<file path="src/rtl/matadd_dispatcher.sv">
// Matrix-add job dispatcher: descriptor FIFO feeding a start/done sequencer with timeout.
// Define DISPATCH_PERF_CNT_EN to add the perf_jobs / perf_last_latency counters.
module matadd_dispatcher #(
    parameter int unsigned FIFO_DEPTH     = 4,
    parameter int unsigned TIMEOUT_CYCLES = 1024,
    parameter int unsigned MAX_ELEMS      = 256
) (
    input  logic        clk,
    input  logic        rst_n,
    input  logic        cmd_valid,
    output logic        cmd_ready,
    input  logic [31:0] cmd_mat1_ptr,
    input  logic [31:0] cmd_mat2_ptr,
    input  logic [31:0] cmd_out_ptr,
    input  logic [31:0] cmd_dims,
    output logic        acc_start,
    output logic [31:0] acc_mat1_ptr,
    output logic [31:0] acc_mat2_ptr,
    output logic [31:0] acc_out_ptr,
    output logic [31:0] acc_dims,
    input  logic        acc_ready,
    input  logic        acc_done,
    input  logic [31:0] acc_result,
    output logic        rsp_valid,
    input  logic        rsp_ready,
    output logic [31:0] rsp_result,
    output logic [1:0]  rsp_status,
    output logic        busy
`ifdef DISPATCH_PERF_CNT_EN
    ,
    output logic [15:0] perf_jobs,
    output logic [15:0] perf_last_latency
`endif
);

    localparam int unsigned PTR_W = $clog2(FIFO_DEPTH);
    localparam int unsigned CNT_W = PTR_W + 1;

    localparam logic [1:0] ST_OK       = 2'b00;
    localparam logic [1:0] ST_TIMEOUT  = 2'b01;
    localparam logic [1:0] ST_BAD_DIMS = 2'b10;

    typedef enum logic [1:0] {
        IDLE,
        ISSUE,
        WAIT,
        RESP
    } state_t;

    state_t state, state_nxt;

    logic [127:0]     mem [FIFO_DEPTH];
    logic [PTR_W-1:0] wr_ptr, rd_ptr;
    logic [CNT_W-1:0] count;
    logic             empty, full, push, pop;

    logic [127:0] head;
    logic [15:0]  head_rows, head_cols;
    logic [31:0]  head_elems;
    logic         head_bad;

    logic [31:0]  wait_cnt;
    logic         load_bus, set_ok, set_timeout, set_bad;

    // ---------------- command FIFO ----------------
    assign empty     = (count == '0);
    assign full      = (count == CNT_W'(FIFO_DEPTH));
    assign cmd_ready = !full;
    assign push      = cmd_valid && cmd_ready;

    always_ff @(posedge clk) begin
        if (push) begin
            mem[wr_ptr] <= {cmd_mat1_ptr, cmd_mat2_ptr, cmd_out_ptr, cmd_dims};
        end
    end

    always_ff @(posedge clk) begin
        if (!rst_n) begin
            wr_ptr <= '0;
            rd_ptr <= '0;
            count  <= '0;
        end else begin
            if (push) wr_ptr <= wr_ptr + PTR_W'(1);
            if (pop)  rd_ptr <= rd_ptr + PTR_W'(1);
            case ({push, pop})
                2'b10:   count <= count + CNT_W'(1);
                2'b01:   count <= count - CNT_W'(1);
                default: ;
            endcase
        end
    end

    // ---------------- head descriptor decode ----------------
    assign head       = mem[rd_ptr];
    assign head_rows  = head[31:16];
    assign head_cols  = head[15:0];
    assign head_elems = 32'(head_rows) * 32'(head_cols);
    assign head_bad   = (head_rows == '0) || (head_cols == '0) ||
                        (head_elems > 32'(MAX_ELEMS));

    // ---------------- sequencer ----------------
    always_ff @(posedge clk) begin
        if (!rst_n) state <= IDLE;
        else        state <= state_nxt;
    end

    always_comb begin
        state_nxt   = state;
        pop         = 1'b0;
        load_bus    = 1'b0;
        set_ok      = 1'b0;
        set_timeout = 1'b0;
        set_bad     = 1'b0;
        case (state)
            IDLE: begin
                if (!empty) begin
                    if (head_bad) begin
                        pop       = 1'b1;
                        set_bad   = 1'b1;
                        state_nxt = RESP;
                    end else if (acc_ready) begin
                        load_bus  = 1'b1;
                        state_nxt = ISSUE;
                    end
                end
            end
            ISSUE: begin
                pop       = 1'b1;
                state_nxt = WAIT;
            end
            WAIT: begin
                // wait_cnt is still zero in the first WAIT cycle, masking a stale done
                if (acc_done && (wait_cnt != '0)) begin
                    set_ok    = 1'b1;
                    state_nxt = RESP;
                end else if (wait_cnt == 32'(TIMEOUT_CYCLES - 1)) begin
                    set_timeout = 1'b1;
                    state_nxt   = RESP;
                end
            end
            RESP: begin
                if (rsp_ready) state_nxt = IDLE;
            end
            default: state_nxt = IDLE;
        endcase
    end

    assign acc_start = (state == ISSUE);
    assign rsp_valid = (state == RESP);
    assign busy      = (state != IDLE) || !empty;

    // ---------------- datapath registers ----------------
    always_ff @(posedge clk) begin
        if (!rst_n) begin
            acc_mat1_ptr <= '0;
            acc_mat2_ptr <= '0;
            acc_out_ptr  <= '0;
            acc_dims     <= '0;
            rsp_result   <= '0;
            rsp_status   <= ST_OK;
            wait_cnt     <= '0;
        end else begin
            if (load_bus) begin
                acc_mat1_ptr <= head[127:96];
                acc_mat2_ptr <= head[95:64];
                acc_out_ptr  <= head[63:32];
                acc_dims     <= head[31:0];
            end

            if (state == ISSUE)     wait_cnt <= '0;
            else if (state == WAIT) wait_cnt <= wait_cnt + 32'd1;

            if (set_ok) begin
                rsp_result <= acc_result;
                rsp_status <= ST_OK;
            end else if (set_timeout) begin
                rsp_result <= '0;
                rsp_status <= ST_TIMEOUT;
            end else if (set_bad) begin
                rsp_result <= '0;
                rsp_status <= ST_BAD_DIMS;
            end
        end
    end

`ifdef DISPATCH_PERF_CNT_EN
    logic [15:0] lat_cnt;

    // lat_cnt equals (current cycle - start cycle) throughout WAIT
    always_ff @(posedge clk) begin
        if (!rst_n) begin
            perf_jobs         <= '0;
            perf_last_latency <= '0;
            lat_cnt           <= '0;
        end else begin
            if ((state == RESP) && rsp_ready && (rsp_status == ST_OK))
                perf_jobs <= perf_jobs + 16'd1;

            if (state == ISSUE)
                lat_cnt <= 16'd1;
            else if ((state == WAIT) && (lat_cnt != '1))
                lat_cnt <= lat_cnt + 16'd1;

            if (set_ok) perf_last_latency <= lat_cnt;
        end
    end
`endif

endmodule

</file>
<file path="config.mk">
export PLATFORM = sky130hd
export DESIGN_NAME = matadd_dispatcher
export DESIGN_NICKNAME = d
export VERILOG_FILES = /design/src/rtl/matadd_dispatcher.sv
export SDC_FILE = /design/constraint.sdc
export NUM_CORES = 1
export LEC_CHECK = 0
export BUFFER_PORTS_ARGS = -buffer_cell sky130_fd_sc_hd__clkbuf_2
export CORE_ASPECT_RATIO = 2
export CORE_MARGIN = 3
export CORE_UTILIZATION = 25
export CTS_CLUSTER_SIZE = 16
export DETAILED_ROUTE_END_ITERATION = 16
export HOLD_SLACK_MARGIN = 0.05
export PLACE_DENSITY = 0.4
export SLEW_MARGIN = 20
export SYNTH_ARGS = -nofsm -noshare
export SYNTH_HDL_FRONTEND = slang
export SYNTH_SLANG_ARGS = --single-unit
</file>
<file path="constraint.sdc">
create_clock -name clk -period 8.38 [get_ports clk]
set_input_delay 2.514 -clock clk [delete_from_list [all_inputs] [get_ports clk]]
set_output_delay 2.514 -clock clk [all_outputs]
set_load 0.01 [all_outputs]
</file>
-- Word level (Yosys, flattened, before mapping)
Memories as Yosys holds them, arrays and structs flattened. A register that Yosys moved wholly into a read port is not among the register bits.
Index checks and enable logic that the tools add are counted.
- reduce and logical (&&, ||, !) cells: 20
- multipliers: 1
- add/sub/neg operators: 5
- eq/ne operators: 11
- multiplexer cells: 30
- bitwise logic cells: 1
- $lt $le $gt $ge: 1
- operator list (operator ; number):
    $mux 32 ; 3
    $add 32x1->32 const B ; 1
    $eq 32x10->1 const B ; 1
    $gt 32x9->1 const B ; 1
    $logic_not 16->1 ; 2
    $mul 16x16->32 ; 1
    $reduce_bool 32->1 ; 1
    $mux 1 ; 16
    $mux 2 ; 8
    $pmux 2 s4 ; 1
    $eq 2x2->1 const B ; 3
    $ne 3x3->1 const B ; 2
    $pmux 3 s2 ; 1
    $reduce_bool 2->1 ; 3
    $add 2x1->2 const B ; 2
    $eq 2x1->1 const B ; 2
    $reduce_and 4->1 ; 1
    $reduce_or 2->1 ; 2
    $add 3x1->3 const B ; 1
    $eq 3x3->1 const B ; 1
    $logic_not 3->1 ; 1
    $logic_or 1x1->1 ; 3
    $reduce_bool 3->1 ; 1
    $reduce_or 3->1 ; 1
    other kinds (8) ; 10
- register bits: 203
- RAM bits: 512
- memories kept: 1
- input port bits: 166
- word-level logic and storage cells: 82
- output and inout bits: 166
- memory list (name ; words ; width ; rd ports ; clocked after Yosys merged registers in ; wr ports ; RTL line ; source):
    mem ; 4 ; 128 ; 1 ; 1 ; 1 ; 52 ; logic [127:0] mem [FIFO_DEPTH];

-- Depth between registers and ports, before layout
Gate-level depths: netlist of run 1.
- word-level depth: 9
- gate-level depth with buffers: 36

-- Least setup slack after synthesis of run 1
OpenSTA, ideal clock, no wires.
- path kind: register to register
- from: register (tool-made name)
- to: register count[2]
- stages on the path, launching flop included: 33
- slack: 0.072 ns
- data required time: 8.310 ns
- path buffers: 4
- library setup time: 0.070 ns
- period minus slack after synthesis: 8.308 ns
- arrival: 8.238 ns
- path through: dfxtp_1 > buf_2 > buf_2 > mux4_2 > buf_1 > nand2_1 > fa_1 > fa_1 > inv_1 > fa_1 > fa_1 > fa_1 > inv_1 > fa_1 > inv_1 > ha_1 > buf_2 > nand2_1 > or3_1 > and2_1 > a2111oi_0 > nor2_1 > xnor2_1 > a2111oi_4 > nand4b_4 > and2_1 > or2_2 > ha_1 > inv_1 > fa_1 > xor2_1 > or3_1 > a21oi_1
- RTL lines (item ; RTL line ; source):
    end signal, assigned ; 86 ; 2'b10: count <= count + CNT_W'(1);
    end signal, assigned ; 87 ; 2'b01: count <= count - CNT_W'(1);
    end, declared ; 54 ; logic [CNT_W-1:0] count;

==> results.json, run 1 <==
{
  "place_congestion": 0.794,
  "cts_made_buffers": 73,
  "synth_top_family_by_area": "adder cells",
  "synth_fa_ha_area_frac": 0.150,
  "first_pass_iters": 5,
  "rsz0062_at_grt": "true",
  "startpoint_type": "flop",
  "cts_sinks": 717,
  "ys_types": 64,
  "ys_top_cells_by_area": "edfxtp_1 43%, dfxtp_1 11%, fa_1 11%, mux4_2 7.7%, nand2_1 4.6%",
  "ctsHoldBuffers": 0,
  "tightest_slew_ns": 1.04,
  "synth-edff-count": 512,
  "maxCapViolCount": 0,
  "synth-simple-area-share": 0.0958,
  "hold_viol_final": 0,
  "synth_cells": 2649,
  "vias": 22600,
  "portBuffers": 331,
  "grt_pass1_vias": 25000,
  "clk_pin_slew_ns": 0.07,
  "drt_iter0_drc": 814,
  "reg2reg_setup_slack_ns": 0.01,
  "synthXorXnorAreaFrac": 0.0120,
  "synth_async_sr_flop_share": 0,
  "synthMuxAreaShare": 0.120,
  "fin_nets": 3693,
  "place_hpwl_um": 77600,
  "syn2layout_area_growth_pct": 27.0,
  "synth_area_um2": 35700,
  "wl_met2_um": 61900,
  "drcViolationCount": 0,
  "viasPerCell": 4.38,
  "wirelength_um": 110000,
  "drv_slew": 0,
  "synth_common_cells": "512 x edfxtp_1, 442 x nand2_1, 241 x inv_1",
  "syn_nets": 3125,
  "drive_above_1_share": 0.297,
  "max_stage_delay_ns": 0.55,
  "track_usage": 0.146,
  "synth_seq_cells": 717,
  "required_ns": 8.97,
  "period_share": 0.998,
  "top_layer_used": "met5",
  "crit_arrival_ns": 8.96,
  "wire_per_inst_um": 21.4,
  "cts_max_level": 3,
  "path_max_fanout": 8,
  "status": "complete, no violations",
  "crit_path_frequent_cell": "fa_1",
  "critPathKind": "reg -> reg",
  "synth_compound_area_frac": 0.0344,
  "max_freq_ghz": 0.120,
  "yosysMostFrequentCell": "edfxtp_1",
  "synth_ff_type": "edfxtp_1",
  "cts-root-buf": "clkbuf_16",
  "relSlewSlack": 0.310,
  "hp-start": "acc_dims[18]$_SDFFE_PN0P_",
  "core_area_um2": 142000,
  "fp.dieW_um": 273,
  "drt-met1-wl_um": 37700,
  "clkLatencyLatePin_ns": 0.67,
  "setup_tns_ns": 0,
  "synth_top_area_share": 0.430,
  "grt_first_pass_wirelength_um": 160000,
  "place_inst": 4935,
  "stdcell_count": 5156,
  "io_pins": 332,
  "clockBufferDepth": 3,
  "grt_overflow_total": 0,
  "setup_viol": 0,
  "placementRows": 195,
  "die_y_um": 541,
  "antenna_found_initial": 21,
  "fin_skew_ns": 0.0560,
  "yosys.area.top_type": "edfxtp_1",
  "hp-class": "reg -> reg",
  "yosysWarnings": 0,
  "slowest_stage": "mux4_2",
  "met3_length_um": 6360,
  "end_kind": "flop",
  "ant_nets": 0,
  "grt_start_max_net_pins": 116,
  "fin_crit_ns": 8.37,
  "start_util": 0.253,
  "seq_area_frac_synth": 0.545,
  "cts_tree": "yes",
  "avgSynthCellArea_um2": 13.5,
  "dieArea_um2": 148000
}
[flip-flops by register name, summed over array words and instances, names as in the netlist, named ones only]
signal        flops
acc_mat1_ptr     32
acc_out_ptr      32
mem             512
wr_ptr            2
rd_ptr            2
acc_dims         32
count             3
rsp_status        2
acc_mat2_ptr     32
wait_cnt         32
rsp_result       32
state             2
[critical path, delay by kind of cell, from the launching register on]
kind / cells / cell delay (ns)
flip-flops: 1 / 0.40
buffers and inverters: 11 / 1.12
adder cells (fa/ha/maj): 9 / 3.59
AND/OR/NAND/NOR: 9 / 2.15
AO/OA/AOI/OAI: 2 / 0.27
multiplexers: 1 / 0.55
XOR/XNOR: 2 / 0.21
[logic make-up (layout without fill, tap and decap cells)]
family                     count (synthesis)  after routing
AOI/OAI and AO/OA                        172            172
xor gates and xnor gates                  49             49
adders and majority gates                310            310
buffers and inverters                    373           1000
DFF                                      717            717
muxes                                    276            278
other                                      0              7
and+or+nand+nor                          752            752
[through the flow]
stage | util | instance area, um^2 | hold slack, ns | setup WS (ns)
floorplan | - | 35700 | 0.467 | 0.0721
global placement | 0.290 | 41100 | 0.443 | -0.493
detailed placement | 0.290 | 41100 | 0.446 | -0.479
CTS | 0.313 | 44300 | 0.459 | 0.00793
global route | 0.321 | 45400 | 0.472 | -0.224
finish | 0.321 | 45400 | 0.455 | 0.0144
[final timing paths]
path                                to  cells past startpoint
min reg2reg  acc_dims[18]$_SDFFE_PN0P_                      2
max              count[2]$_SDFFE_PN0P_                     34
min          acc_dims[18]$_SDFFE_PN0P_                      2
max reg2reg      count[2]$_SDFFE_PN0P_                     34
[per-layer routing]
metal  track usage  vias to the layer above
met5             0                        -
met4        0.0545                       22
met3        0.0386                      192
met2         0.283                      490
met1         0.145                    11400
li1              -                    10400
[cell type report]
| cell class | count | area [um^2] |
|---|---|---|
| multi-input cells | 1561 | 15300 |
| flip-flops and latches | 717 | 19500 |
| clock inverters | 43 | 607 |
| well taps | 1871 | 2340 |
| clock buffers | 93 | 2010 |
| fillers | 14400 | 96100 |
| inverters | 241 | 905 |
| repair buffers | 623 | 4710 |
| diodes | 7 | 17.5 |
[what timing repair did]
item / CTS / global route
setup buffers: 29 / 32
setup endpoints to repair: 131 / 130
gates resized for setup: 71 / 100
gates cloned: 3 / 16
pin swaps: 15 / 31
[placed cells by master (no fill, tap or decap), types with 23 or more instances in the layout]
| master | n |
|---|---|
| a22o_1 | 32 |
| clkbuf_16 | 87 |
| a21oi_1 | 32 |
| nand4_1 | 29 |
| dfxtp_1 | 203 |
| mux2i_1 | 140 |
| fa_1 | 188 |
| buf_6 | 33 |
| edfxtp_1 | 512 |
| and2_1 | 107 |
| buf_12 | 23 |
| ha_1 | 103 |
| nor2_1 | 74 |
| clkbuf_2 | 330 |
| buf_4 | 206 |
| xor2_1 | 31 |
| nand2_1 | 435 |
| inv_1 | 235 |
| mux4_2 | 124 |
Power of run 1 is not shown: default switching activity piles up to over one toggle a cycle in this logic, so the estimate is an artifact.
==> run 2: changes to the inputs <==
--- a/config.mk
+++ b/config.mk
@@ -13,6 +13,7 @@
 export DETAILED_ROUTE_END_ITERATION = 16
 export HOLD_SLACK_MARGIN = 0.05
 export PLACE_DENSITY = 0.4
+export SETUP_SLACK_MARGIN = 0.15
 export SLEW_MARGIN = 20
 export SYNTH_ARGS = -nofsm -noshare
 export SYNTH_HDL_FRONTEND = slang
==> results.json, run 2 (same netlist as run 1, synthesis figures left out) <==
{
  "status": "complete, no violations",
  "top_layer_used": "met5",
  "crit_path_frequent_cell": "fa_1",
  "placementRows": 195,
  "fillers": 14300,
  "wl_met2_um": 61400,
  "design_area_um2": 45500,
  "cts_sinks": 717,
  "largest_reg_flops": 512,
  "drt-met1-wl_um": 39200,
  "required_ns": 8.96,
  "grt_pass1_vias": 25200,
  "ant_nets": 0,
  "drv_slew": 0,
  "syn2layout_area_growth_pct": 27.3,
  "end_kind": "flop",
  "grt_overflow_total": 0,
  "clk_pin_slew_ns": 0.06,
  "grt_start_max_net_pins": 91,
  "startpoint_type": "flop",
  "vias": 22800,
  "clkLatencyLatePin_ns": 0.64,
  "final_common_cell": "edfxtp_1",
  "hp-start": "acc_mat2_ptr[31]$_SDFFE_PN0P_",
  "grt_first_pass_wirelength_um": 164000,
  "drive_above_1_share": 0.301,
  "fp.dieW_um": 273,
  "placed_cell_area_um2": 41200,
  "start_util": 0.253,
  "hold_viol_final": 0,
  "drcViolationCount": 0,
  "place_hpwl_um": 79000,
  "relSlewSlack": 0.313,
  "wirelength_um": 111000,
  "wire_per_inst_um": 21.6,
  "fin_skew_ns": 0.0324,
  "track_usage": 0.149,
  "die_y_um": 541,
  "top_register": "mem",
  "setup_viol": 0,
  "cts_tree": "yes",
  "period_share": 0.990,
  "first_pass_iters": 4,
  "tightest_slew_ns": 1.03,
  "cts_max_level": 3,
  "max_stage_delay_ns": 0.57,
  "crit_arrival_ns": 8.87,
  "clockBufferDepth": 3,
  "io_pins": 332,
  "core_area_um2": 142000,
  "final_cell_mix": "512 x edfxtp_1, 434 x nand2_1, 330 x clkbuf_2",
  "dieArea_um2": 148000,
  "portBuffers": 331,
  "path_max_fanout": 8,
  "max_freq_ghz": 0.121,
  "antenna_found_initial": 26,
  "met3_length_um": 7020,
  "drt_iter0_drc": 845,
  "maxCapViolCount": 0,
  "fin_crit_ns": 8.29,
  "ctsHoldBuffers": 0,
  "critPathKind": "reg -> reg",
  "cts_made_buffers": 73,
  "hp-class": "reg -> reg",
  "place_congestion": 0.793,
  "viasPerCell": 4.41,
  "cts-root-buf": "clkbuf_16",
  "slowest_stage": "fa_2",
  "fin_nets": 3698,
  "rsz0062_at_grt": "true"
}
## run 2: worst max-delay path, delay by kind of cell, from the launching register on
kind,cells,cell delay (ns)
AO/OA/AOI/OAI,2,0.29
XOR/XNOR,1,0.16
adder cells (fa/ha/maj),9,3.79
buffers and inverters,10,1.01
flip-flops,1,0.42
multiplexers,2,0.88
AND/OR/NAND/NOR,9,1.68
## run 2: path summary, 6_finish.rpt
path | end | slack [ns] | cells past startpoint
setup / recovery | count[2]$_SDFFE_PN0P_ | 0.09 | 33
hold / removal | acc_mat2_ptr[31]$_SDFFE_PN0P_ | 0.45 | 2
setup reg to reg | count[2]$_SDFFE_PN0P_ | 0.09 | 33
hold reg to reg | acc_mat2_ptr[31]$_SDFFE_PN0P_ | 0.45 | 2
## run 2: cell type report
type	count	area [um^2]	area share
Antenna cell	8	20.0	0.000440
Clock buffer	87	1920	0.0422
Clock inverter	48	584	0.0128
Inverter	241	905	0.0199
Multi-Input combinational cell	1559	15300	0.337
Sequential cell	717	19500	0.428
Tap cell	1871	2340	0.0515
Timing Repair Buffer	630	4880	0.107
## run 2: metal layers
metal / vias to the layer above / track usage
li1: 10500 / -
met1: 11600 / 0.151
met2: 466 / 0.285
met3: 198 / 0.0445
met4: 36 / 0.0482
met5: - / 0
## run 2: stage by stage
| stage | setup TNS (ns) | hold slack, ns | setup WS [ns] | util | instances |
|---|---|---|---|---|---|
| floorplan | 0 | 0.467 | 0.158 | - | 2649 |
| global placement | -1.96 | 0.443 | -0.346 | 0.291 | 4945 |
| detailed placement | -4.25 | 0.446 | -0.365 | 0.291 | 4946 |
| CTS | 0 | 0.458 | 0.0644 | 0.313 | 5103 |
| global route | -9.57 | 0.471 | -0.203 | 0.321 | 5155 |
| finish | 0 | 0.455 | 0.0858 | 0.321 | 5161 |
## run 2: repair_timing
action,in CTS,in global routing
endpoints found under the hold margin,0,0
gates resized for setup,72,119
pin swaps,18,52
gates cloned,1,16
endpoints found under the setup margin,161,161
buffers inserted,21,34
Power of run 2 is left out for the same reason.
